[src/rtl/rf_wb_arbiter.sv]
// rf_wb_arbiter
//   Arbitrates two writeback requesters (ALU = req0, load unit = req1) onto a
//   single register-file write port, with round-robin fairness under
//   contention. A clr_start pulse runs a sweep that zeroes registers
//   1..2^AW-1, one per cycle. Writes to register 0 are accepted but dropped.
//
// Ports
//   CLK, RST                 clock, synchronous active-high reset
//   req0_valid/addr/data     ALU writeback request;   req0_ready grant
//   req1_valid/addr/data     load writeback request;  req1_ready grant
//   clr_start                one-cycle request to start a clear sweep
//   clr_busy                 clear sweep in progress
//   WE3, A3, WD3             registered register-file write port
module rf_wb_arbiter #(
  parameter int unsigned XLEN = 32,
  parameter int unsigned AW   = 5
) (
  input  logic            CLK,
  input  logic            RST,
  input  logic            req0_valid,
  input  logic [AW-1:0]   req0_addr,
  input  logic [XLEN-1:0] req0_data,
  output logic            req0_ready,
  input  logic            req1_valid,
  input  logic [AW-1:0]   req1_addr,
  input  logic [XLEN-1:0] req1_data,
  output logic            req1_ready,
  input  logic            clr_start,
  output logic            clr_busy,
  output logic            WE3,
  output logic [AW-1:0]   A3,
  output logic [XLEN-1:0] WD3
);

  typedef enum logic {IDLE, CLEAR} state_t;

  localparam logic [AW-1:0] CNT_LAST = '1;

  state_t        state, state_nxt;
  logic [AW-1:0] cnt;
  // 1 when req1 won the most recent handshake; req0 wins the next tie.
  logic          last_was1;
  logic          hs0, hs1;

  always_ff @(posedge CLK) begin
    if (RST) state <= IDLE;
    else     state <= state_nxt;
  end

  always_comb begin
    state_nxt  = state;
    req0_ready = 1'b0;
    req1_ready = 1'b0;
    case (state)
      IDLE: begin
        if (clr_start) begin
          state_nxt = CLEAR;
        end else if (!RST) begin
          if (req0_valid && req1_valid) begin
            req0_ready = last_was1;
            req1_ready = !last_was1;
          end else begin
            req0_ready = req0_valid;
            req1_ready = req1_valid;
          end
        end
      end
      CLEAR: begin
        if (cnt == CNT_LAST) state_nxt = IDLE;
      end
      default: state_nxt = IDLE;
    endcase
  end

  assign hs0      = req0_valid && req0_ready;
  assign hs1      = req1_valid && req1_ready;
  assign clr_busy = (state == CLEAR);

  always_ff @(posedge CLK) begin
    if (RST) begin
      cnt       <= '0;
      last_was1 <= 1'b1;
      WE3       <= 1'b0;
      A3        <= '0;
      WD3       <= '0;
    end else begin
      WE3 <= 1'b0;
      if (state == CLEAR) begin
        WE3 <= 1'b1;
        A3  <= cnt;
        WD3 <= '0;
        cnt <= cnt + AW'(1);
      end else begin
        if (clr_start) cnt <= AW'(1);
        // Register 0 is hard-wired: the handshake completes but nothing is
        // written and the previous A3/WD3 are kept.
        if (hs0) begin
          last_was1 <= 1'b0;
          if (req0_addr != '0) begin
            WE3 <= 1'b1;
            A3  <= req0_addr;
            WD3 <= req0_data;
          end
        end else if (hs1) begin
          last_was1 <= 1'b1;
          if (req1_addr != '0) begin
            WE3 <= 1'b1;
            A3  <= req1_addr;
            WD3 <= req1_data;
          end
        end
      end
    end
  end

endmodule

[config.mk]
export PLATFORM = sky130hd
export DESIGN_NAME = rf_wb_arbiter
export DESIGN_NICKNAME = d
export VERILOG_FILES = /design/src/rtl/rf_wb_arbiter.sv
export SDC_FILE = /design/constraint.sdc
export NUM_CORES = 1
export LEC_CHECK = 0
export BUFFER_PORTS_ARGS = -buffer_cell sky130_fd_sc_hd__buf_2
export CORE_AREA = 8 8 78 80
export CTS_BUF_LIST = sky130_fd_sc_hd__clkbuf_16
export CTS_CLUSTER_SIZE = 14
export DETAILED_ROUTE_END_ITERATION = 12
export DIE_AREA = 0 0 86 88
export GPL_TIMING_DRIVEN = 0
export PLACE_DENSITY = 0.92
export SLEW_MARGIN = 5
export SYNTH_ARGS = -nofsm -noshare
export SYNTH_HDL_FRONTEND = slang
export SYNTH_SLANG_ARGS = --single-unit
export TNS_END_PERCENT = 1
[constraint.sdc]
create_clock -name CLK -period 2.55 [get_ports CLK]
set_input_delay 0.255 -clock CLK [delete_from_list [all_inputs] [get_ports CLK]]
set_output_delay 0.255 -clock CLK [all_outputs]
set_load 0.005 [all_outputs]
==> qor.yml, run 1 <==
setup_path:
  crit_top_cell: "buf_2"
  worstSetupPathType: "flop to output port"
  cp_data_arrival_time_ns: 1.68
  critPathMaxFanout: 10
  r2r_slack_ns: 0.80
  crit_chain: "nor3_2 -> nand3_2 -> inv_2 -> buf_2 -> buf_2"
  cp_slowest_cell: "dfxtp_1"
  cp-start-kind: "flop"
  max_stage_delay_ns: 0.37
  worstPathRequired_ns: 2.30
  end_kind: "output port"
placement:
  place_ws_ns: 0.782
  place_area_um2: 3000
  portBuffers: 119
  place_hpwl_um: 5700
  gp_congestion: 0.790
drt:
  firstDrtPassIters: 4
  antenna_left: 0
  drt_wl_total_um: 7180
  wl_per_cell_um: 16.8
  avgViaCountPerCell: 5.70
  drc: 0
  drt_iter0_markers: 64
  dr_total_vias: 2434
die:
  die_area_um2: 7570
  io-pin-count: 120
  fp.dieW_um: 86
  fp-row-count: 26
  core_area_um2: 4910
  die_y_um: 88
  initial_core_util: 0.471
clock_tree:
  cts_hold_buf: 0
  clk_pin_slew_ns: 0.06
  cts_buffer_depth: 2
  cts-root-buf: "clkbuf_16"
  clock-sinks: 45
  numCtsBuffers: 5
  post_cts_buffers: 0
  insertion_delay_ns: 0.28
  cts_resized: 0
  cts_tree: "yes"
  cts_htree_levels: 2
power_and_ir_drop:
  ir_worst_vdd_uv: 272
  p_per_area_nw_per_um2: 534
  power_mw: 1.67
  p_leak_nw: 1.55
worst_hold_path:
  hold_path.class: "input pin to flop"
logic_synthesis:
  synth-seq-area-share: 0.389
  synth.avg_cell_area_um2: 10.1
  synth_top_area_frac: 0.389
  ys_ff_latch: 45
  synth_ff_type: "dfxtp_1"
  synth_top_cell_by_area: "dfxtp_1"
  synth_edf_count: 0
  synth_top_cells_by_count: "dfxtp_1, a221oi_1, mux2i_1, a211oi_1, clkbuf_1"
  syn_nets: 311
  syn_inst: 230
  yosysWarnings: 0
  synthDistinctLibCells: 29
  yosysMostFrequentCell: "dfxtp_1"
  synth_area_leaders: "dfxtp_1, a221oi_1, mux2i_1, a211oi_1, a211oi_2"
  netlist_area_um2: 2320
  synthArstFlopShare: 0
global_route:
  grt_pass1_vias: 2485
  grt_antenna_before_repair: 0
  track_usage: 0.184
  grt_overflow_total: 0
  grt_pass1_wl_um: 11500
  grt_max_degree: 14
timing:
  finalSetupViolations: 0
  hold_viol: 0
  rsz0062_at_grt: "no"
  setup_tns_ns: 0
  tightest_slew_ns: 0.713
  skew_ns: 0.00477
  period_needed_ns: 1.93
  fmax_mhz: 518
  slew_violations: 0
  timing.final.ws_setup_ns: 0.620
  fin_crit_sh: 0.757
  relSlewSlack: 0.525
final_layout:
  diodes: 0
  final_util: 0.639
  postLayoutCellArea_um2: 3140
  finish.net_count: 437
  area_delta_synth_final_pct: 35.5
  drive_gt1_frac: 0.431
outcome:
  outcome: "completed"
job:
  maxCapViolCount: 0
-- critical path: cells and delay by family (launching register included) --
| kind | cells | cell delay (ns) |
|---|---|---|
| buffers and inverters | 3 | 0.54 |
| AND/OR/NAND/NOR | 2 | 0.49 |
| flip-flops | 1 | 0.37 |
-- per-stage QoR --
stage	hold WS, ns	cells
after floorplan	0.334	230
final	0.244	427
after global placement	0.474	419
after global routing	0.267	427
after CTS	0.243	427
after detailed placement	0.485	419
-- routing by layer --
metal,track usage,part of all wire,wire (um)
met1,0.202,0.40,2840
met2,0.333,0.52,3700
met3,0.0582,0.080,573
met4,0.0494,0.0084,60
met5,0,0,0
-- cells in the final DEF, fill, tap and decap left out, drive strengths merged, types with 2 or more instances in the layout --
cell type and count:
buf 133, dfxtp 45, a221oi 42, a211oi 33, mux2i 32, clkbuf 18
nor2 12, nor3 7, and2 5, a21oi 4, nand2 3, nor3b 3
inv 3, and3 2, a31oi 2, ha 2, clkinv 2
-- worst paths after layout --
path              depth (start not counted)    endpoint       from
setup reg to reg                          6     WD3[24]   clr_busy
hold / removal                            2       A3[1]        RST
hold reg to reg                           2   last_was1  last_was1
setup / recovery                          5  req0_ready   clr_busy
-- final cells by class --
type,count,area (um^2)
fillers,426,1770
multi-input cells,156,1280
flip-flops and latches,45,901
repair buffers,119,596
plain buffers,27,126
clock buffers,5,125
well taps,70,87.6
clock inverters,3,13.8
inverters,2,7.51
-- sequential cells by signal, indices dropped and copies added (netlist names) --
signal,flops
WD3,32
last_was1,1
WE3,1
cnt,5
A3,5
clr_busy,1
-- report_power, final --
part | internal, mW | switching (mW) | total, mW
clock network | 0.356 | 0.257 | 0.612
logic | 0.150 | 0.152 | 0.302
registers | 0.740 | 0.0208 | 0.760
total | 1.24 | 0.430 | 1.67
-- cell families after synthesis --
kind of cell	after synthesis	share of synthesized area
buffers and inverters	29	0.0578
AND/OR/NAND/NOR	36	0.0832
flip-flops	45	0.389
adder cells (fa/ha/maj)	2	0.0108
multiplexers	32	0.138
AO/OA/AOI/OAI	86	0.321
Note: power is estimated with default switching activity, not from simulation.
==> run 2, diff against run 1 <==
Settings changed: CORE_AREA 8 8 78 80 to 8 8 81 83, DIE_AREA 0 0 86 88 to 0 0 89 91, PLACE_DENSITY 0.92 to 0.86.
Clock period 2.55 ns to 1.8 ns, I/O delays scaled along.
==> run 2 against run 1 <==
Net effect: clock power increased by 42%; global-route usage fell by 1.3 points; largest power group unchanged; utilization shrank 4.6 points; flip-flop and latch count did not move; cell area grew 0.88%; highest routed layer unchanged; clock-buffer cell count unchanged.
==> qor.yml, run 2 (same netlist as run 1, synthesis figures left out) <==
die:
  core_area_um2: 5340  # was 4910 um^2
  die_y_um: 91  # was 88 um
  fp-row-count: 27  # was 26
  io-pin-count: 120  # unchanged
  fp.dieW_um: 89  # was 86 um
  die_area_um2: 8100  # was 7570 um^2
  initial_core_util: 0.434  # was 0.471
timing:
  whs_ns: 0.191  # was 0.244 ns
  period_needed_ns: 1.67
  tightest_slew_ns: 0.704  # was 0.713 ns
  slew_violations: 0  # unchanged
  hold_viol: 0  # unchanged
  finalSetupViolations: 0  # unchanged
  relSlewSlack: 0.531  # was 0.525
  skew_ns: 0.00379  # was 0.00477 ns
  fin_crit_sh: 0.926
  fmax_mhz: 600
  rsz0062_at_grt: "no"  # unchanged
  setup_tns_ns: 0  # unchanged
  timing.final.ws_setup_ns: 0.134  # was 0.620 ns
setup_path:
  cp_data_arrival_time_ns: 1.49  # was 1.68 ns
  rr_worst_depth: 6  # unchanged
  cp-start-kind: "flop"  # unchanged
  end_kind: "output port"  # unchanged
  critPathMaxFanout: 10  # unchanged
  worstSetupPathType: "flop to output port"  # unchanged
  worstPathRequired_ns: 1.62  # was 2.30 ns
final_layout:
  area_delta_synth_final_pct: 36.7  # was 35.5%
  largest-register: "WD3"  # unchanged
  layout_commonest_cell: "buf_2"  # unchanged
  final_util: 0.593  # was 0.639
  largest_reg_flops: 32  # unchanged
  most-common-layout-cells: "buf_2, dfxtp_1, a221oi_1"  # unchanged
  diodes: 0  # unchanged
  finish.net_count: 438  # was 437
  postLayoutCellArea_um2: 3170  # was 3140 um^2
  final_cells: 430  # was 427
  multi_input_area_um2: 1290  # was 1280 um^2
  drive_gt1_frac: 0.439  # was 0.431
  final.fill_count: 492  # was 426
  regArea_um2: 902  # was 901 um^2
  reg.largest.list: "WD3: 32 flops, A3: 5 flops, cnt: 5 flops"  # unchanged
placement:
  place_area_um2: 3000  # about the same
  dpl.cell_count: 421  # was 419
  place_ws_ns: 0.0123  # was 0.782 ns
  portBuffers: 119  # unchanged
  place_hpwl_um: 5490  # was 5700 um
  gp_congestion: 0.819  # was 0.790
drt:
  drc: 0  # unchanged
  avgViaCountPerCell: 5.61  # was 5.70
  firstDrtPassIters: 4  # unchanged
  drt_iter0_markers: 99  # was 64
  antenna_left: 0  # unchanged
  drt_wl_total_um: 7140  # was 7180 um
  wl_per_cell_um: 16.6  # was 16.8 um
  dr_total_vias: 2413  # was 2434
worst_hold_path:
  hold_path.class: "input pin to flop"  # unchanged
  hold_depth: 2  # unchanged
global_route:
  grt_pass1_wl_um: 11400  # was 11500 um
  grt_max_degree: 14  # unchanged
  track_usage: 0.171  # was 0.184
  grt_overflow_total: 0  # unchanged
  grt_pass1_vias: 2505  # was 2485
  grt_antenna_before_repair: 0  # unchanged
clock_tree:
  insertion_delay_ns: 0.28  # about the same
  clk_pin_slew_ns: 0.06  # about the same
  numCtsBuffers: 5  # unchanged
  cts_htree_levels: 2  # unchanged
  cts-root-buf: "clkbuf_16"  # unchanged
  cts_hold_buf: 0  # unchanged
  cts_buffer_depth: 2  # unchanged
  cts_tree: "yes"  # unchanged
  clock-sinks: 45  # unchanged
job:
  maxCapViolCount: 0  # unchanged
power_and_ir_drop:
  power_mw: 2.38  # was 1.67 mW
  p_leak_nw: 1.56  # was 1.55 nW
  p_per_area_nw_per_um2: 751  # was 534 nW/um^2
  ir_worst_vdd_uv: 388  # was 272 uV
outcome:
  outcome: "completed"  # unchanged
run 2: cell types whose count changed in the layout (fill, tap and decap cells not counted):
| cell | before | now |
|---|---|---|
| a211oi_1 | 23 | 22 |
| a211oi_2 | 10 | 11 |
| buf_2 | 130 | 128 |
| buf_4 | 3 | 5 |
| clkbuf_4 | 0 | 1 |
| dfxtp_1 | 45 | 44 |
| dfxtp_2 | 0 | 1 |
| nor3_2 | 1 | 0 |
| nor3_4 | 0 | 1 |
run 2: final timing paths:
kind	to	slack, ns	startpoint
setup reg to reg	WD3[25]	0.18	clr_busy
setup / recovery	req1_ready	0.13	clr_busy
hold reg to reg	last_was1	0.51	last_was1
hold / removal	A3[1]	0.19	RST
run 2: final cells by class:
| type | count | area share |
|---|---|---|
| tap | 72 | 0.0285 |
| clock buffer | 5 | 0.0395 |
| buffer | 27 | 0.0415 |
| multi-input combinational | 156 | 0.408 |
| clock inverter | 3 | 0.00435 |
| inverter | 2 | 0.00237 |
| sequential | 45 | 0.285 |
| timing repair buffer | 120 | 0.191 |
run 2: where the power goes:
group	switching, mW	total (mW)	leakage (nW)	internal, mW
registers	0.0300	1.08	0.367	1.05
clock network	0.364	0.868	0.0748	0.504
logic	0.218	0.432	1.12	0.215
total	0.612	2.38	1.56	1.77
run 2: timing repair:
action	in CTS	in global routing
pin swaps	2	0
setup endpoints to repair	4	29
endpoints found under the hold margin	0	0
cloned	0	0
buffers inserted	1	0
gates resized for setup	1	4
run 2: routing by layer:
metal	track usage	vias to the layer above	wire (um)
met4	0.0680	0	77
met1	0.206	1133	3150
li1	-	1183	-
met2	0.283	91	3390
met5	0	-	0
met3	0.0414	6	526
run 2: critical path, cell delays in order, from the launching register on:
cell and delay, ns:
dfxtp_2 0.36, nor3_4 0.16, and3_1 0.18, buf_4 0.18
buf_4 0.19, buf_2 0.13
==> run 3, diff against run 2 <==
Settings changed: PLACE_DENSITY 0.86 to 0.78.
==> run 3 against run 2 <==
Net effect: via count fell by 0.21%; register-to-register slack got worse by 0.02 ns; critical endpoint unchanged; fmax rose by 0.51%; critical path depth did not move; clock skew barely moved; utilization fell by 0.16 points; hold slack improved by 0.0090 ns; largest cell class unchanged; sequential power barely moved; wire length fell by 1.5%; non-clock buffer count did not move.
==> qor.yml, run 3 (same netlist as run 1, synthesis figures left out) <==
drt:
  wl_met1_um: 2980  # was 3150 um
  routed.top_layer: "met4"  # unchanged
  wl_met2_um: 3430  # was 3390 um
  firstDrtPassIters: 5  # was 4
  wl_met3_um: 559  # was 526 um
  wl_per_cell_um: 16.4  # was 16.6 um
  drc: 0  # unchanged
  drt_iter0_markers: 137  # was 99
  dr_total_vias: 2408  # was 2413
  antenna_left: 0  # unchanged
  drt_wl_total_um: 7040  # was 7140 um
  avgViaCountPerCell: 5.60  # was 5.61
clock_tree:
  insertion_delay_ns: 0.28  # about the same
  cts_htree_levels: 2  # unchanged
  cts_tree: "yes"  # unchanged
  clk_pin_slew_ns: 0.06  # about the same
  numCtsBuffers: 5  # unchanged
  clock-sinks: 45  # unchanged
  cts_buffer_depth: 2  # unchanged
  cts-root-buf: "clkbuf_16"  # unchanged
  cts_hold_buf: 0  # unchanged
final_layout:
  layout_commonest_cell: "buf_2"  # unchanged
  finish.net_count: 438  # unchanged
  largest_reg_flops: 32  # unchanged
  final_cells: 430  # unchanged
  most-common-layout-cells: "buf_2, dfxtp_1, a221oi_1"  # unchanged
  largest-register: "WD3"  # unchanged
  area_delta_synth_final_pct: 36.3  # was 36.7%
  drive_gt1_frac: 0.433  # was 0.439
  reg.largest.list: "WD3: 32 flops, A3: 5 flops, cnt: 5 flops"  # unchanged
  final_util: 0.591  # was 0.593
  postLayoutCellArea_um2: 3160  # was 3170 um^2
  diodes: 0  # unchanged
die:
  fp.dieW_um: 89  # unchanged
  initial_core_util: 0.434  # unchanged
  fp-row-count: 27  # unchanged
  die_area_um2: 8100  # unchanged
  die_y_um: 91  # unchanged
  io-pin-count: 120  # unchanged
  core_area_um2: 5340  # unchanged
placement:
  gp_congestion: 0.831  # was 0.819
  place_hpwl_um: 5330  # was 5490 um
  dpl.cell_count: 421  # unchanged
  portBuffers: 119  # unchanged
  place_ws_ns: -0.0157  # was 0.0123 ns
  place_area_um2: 3000  # unchanged
global_route:
  grt_max_degree: 14  # unchanged
  grt_pass1_vias: 2419  # was 2505
  grt_overflow_total: 0  # unchanged
  grt_antenna_before_repair: 0  # unchanged
  track_usage: 0.172  # was 0.171
  grt_pass1_wl_um: 11400  # about the same
timing:
  setup_tns_ns: 0  # unchanged
  rsz0062_at_grt: "no"  # unchanged
  hold_viol: 0  # unchanged
  whs_ns: 0.200  # was 0.191 ns
  period_needed_ns: 1.66  # was 1.67 ns
  relSlewSlack: 0.528  # was 0.531
  slew_violations: 0  # unchanged
  finalSetupViolations: 0  # unchanged
  skew_ns: 0.00417  # was 0.00379 ns
  timing.final.ws_setup_ns: 0.142  # was 0.134 ns
  fmax_mhz: 603  # was 600 MHz
  tightest_slew_ns: 0.708  # was 0.704 ns
  fin_crit_sh: 0.921  # was 0.926
power_and_ir_drop:
  p_leak_nw: 1.56  # about the same
  p_per_area_nw_per_um2: 751  # about the same
  ir_worst_vdd_uv: 388  # about the same
  power_mw: 2.37  # was 2.38 mW
worst_hold_path:
  hold_path.class: "input pin to flop"  # unchanged
setup_path:
  cp-start-kind: "flop"  # unchanged
  critPathMaxFanout: 10  # unchanged
  cp_data_arrival_time_ns: 1.48  # was 1.49 ns
  worstPathRequired_ns: 1.62  # about the same
  worstSetupPathType: "flop to output port"  # unchanged
  end_kind: "output port"  # unchanged
outcome:
  outcome: "completed"  # unchanged
job:
  maxCapViolCount: 0  # unchanged
run 3: what timing repair did:
action / 4_1_cts / 5_1_grt
setup buffers: 1 / 0
pin swaps: 2 / 0
setup endpoints to repair: 33 / 34
gates resized for setup: 1 / 2
run 3: metal layers:
metal / vias up / global-route usage
li1: 1182 / -
met4: 0 / 0.0458
met1: 1123 / 0.203
met3: 4 / 0.0450
met2: 99 / 0.296
met5: - / 0
run 3: where the power goes:
part | switching, mW | total (mW) | internal (mW) | leakage (nW)
Clock | 0.361 | 0.863 | 0.502 | 0.0687
Sequential | 0.0293 | 1.08 | 1.05 | 0.367
Combinational | 0.215 | 0.429 | 0.214 | 1.12
run 3: final cells by class:
type / count / area, um^2
multi-input cells: 156 / 1290
fillers: 506 / 2180
clock inverters: 3 / 12.5
flip-flops and latches: 45 / 902
well taps: 72 / 90.1
clock buffers: 5 / 125
inverters: 2 / 7.51
repair buffers: 120 / 603
plain buffers: 27 / 129
run 3: path summary, 6_finish.rpt:
check | from | to | slack [ns] | cells past startpoint
min | RST | A3[1] | 0.20 | 2
max reg2reg | clr_busy | WD3[22] | 0.16 | 6
min reg2reg | last_was1 | last_was1 | 0.50 | 2
max | clr_busy | req1_ready | 0.14 | 5
run 3: critical path, cell delays in order (launching register included):
cell,delay [ns]
dfxtp_2,0.36
nor3_4,0.16
and3_1,0.19
buf_4,0.17
buf_4,0.18
buf_2,0.13
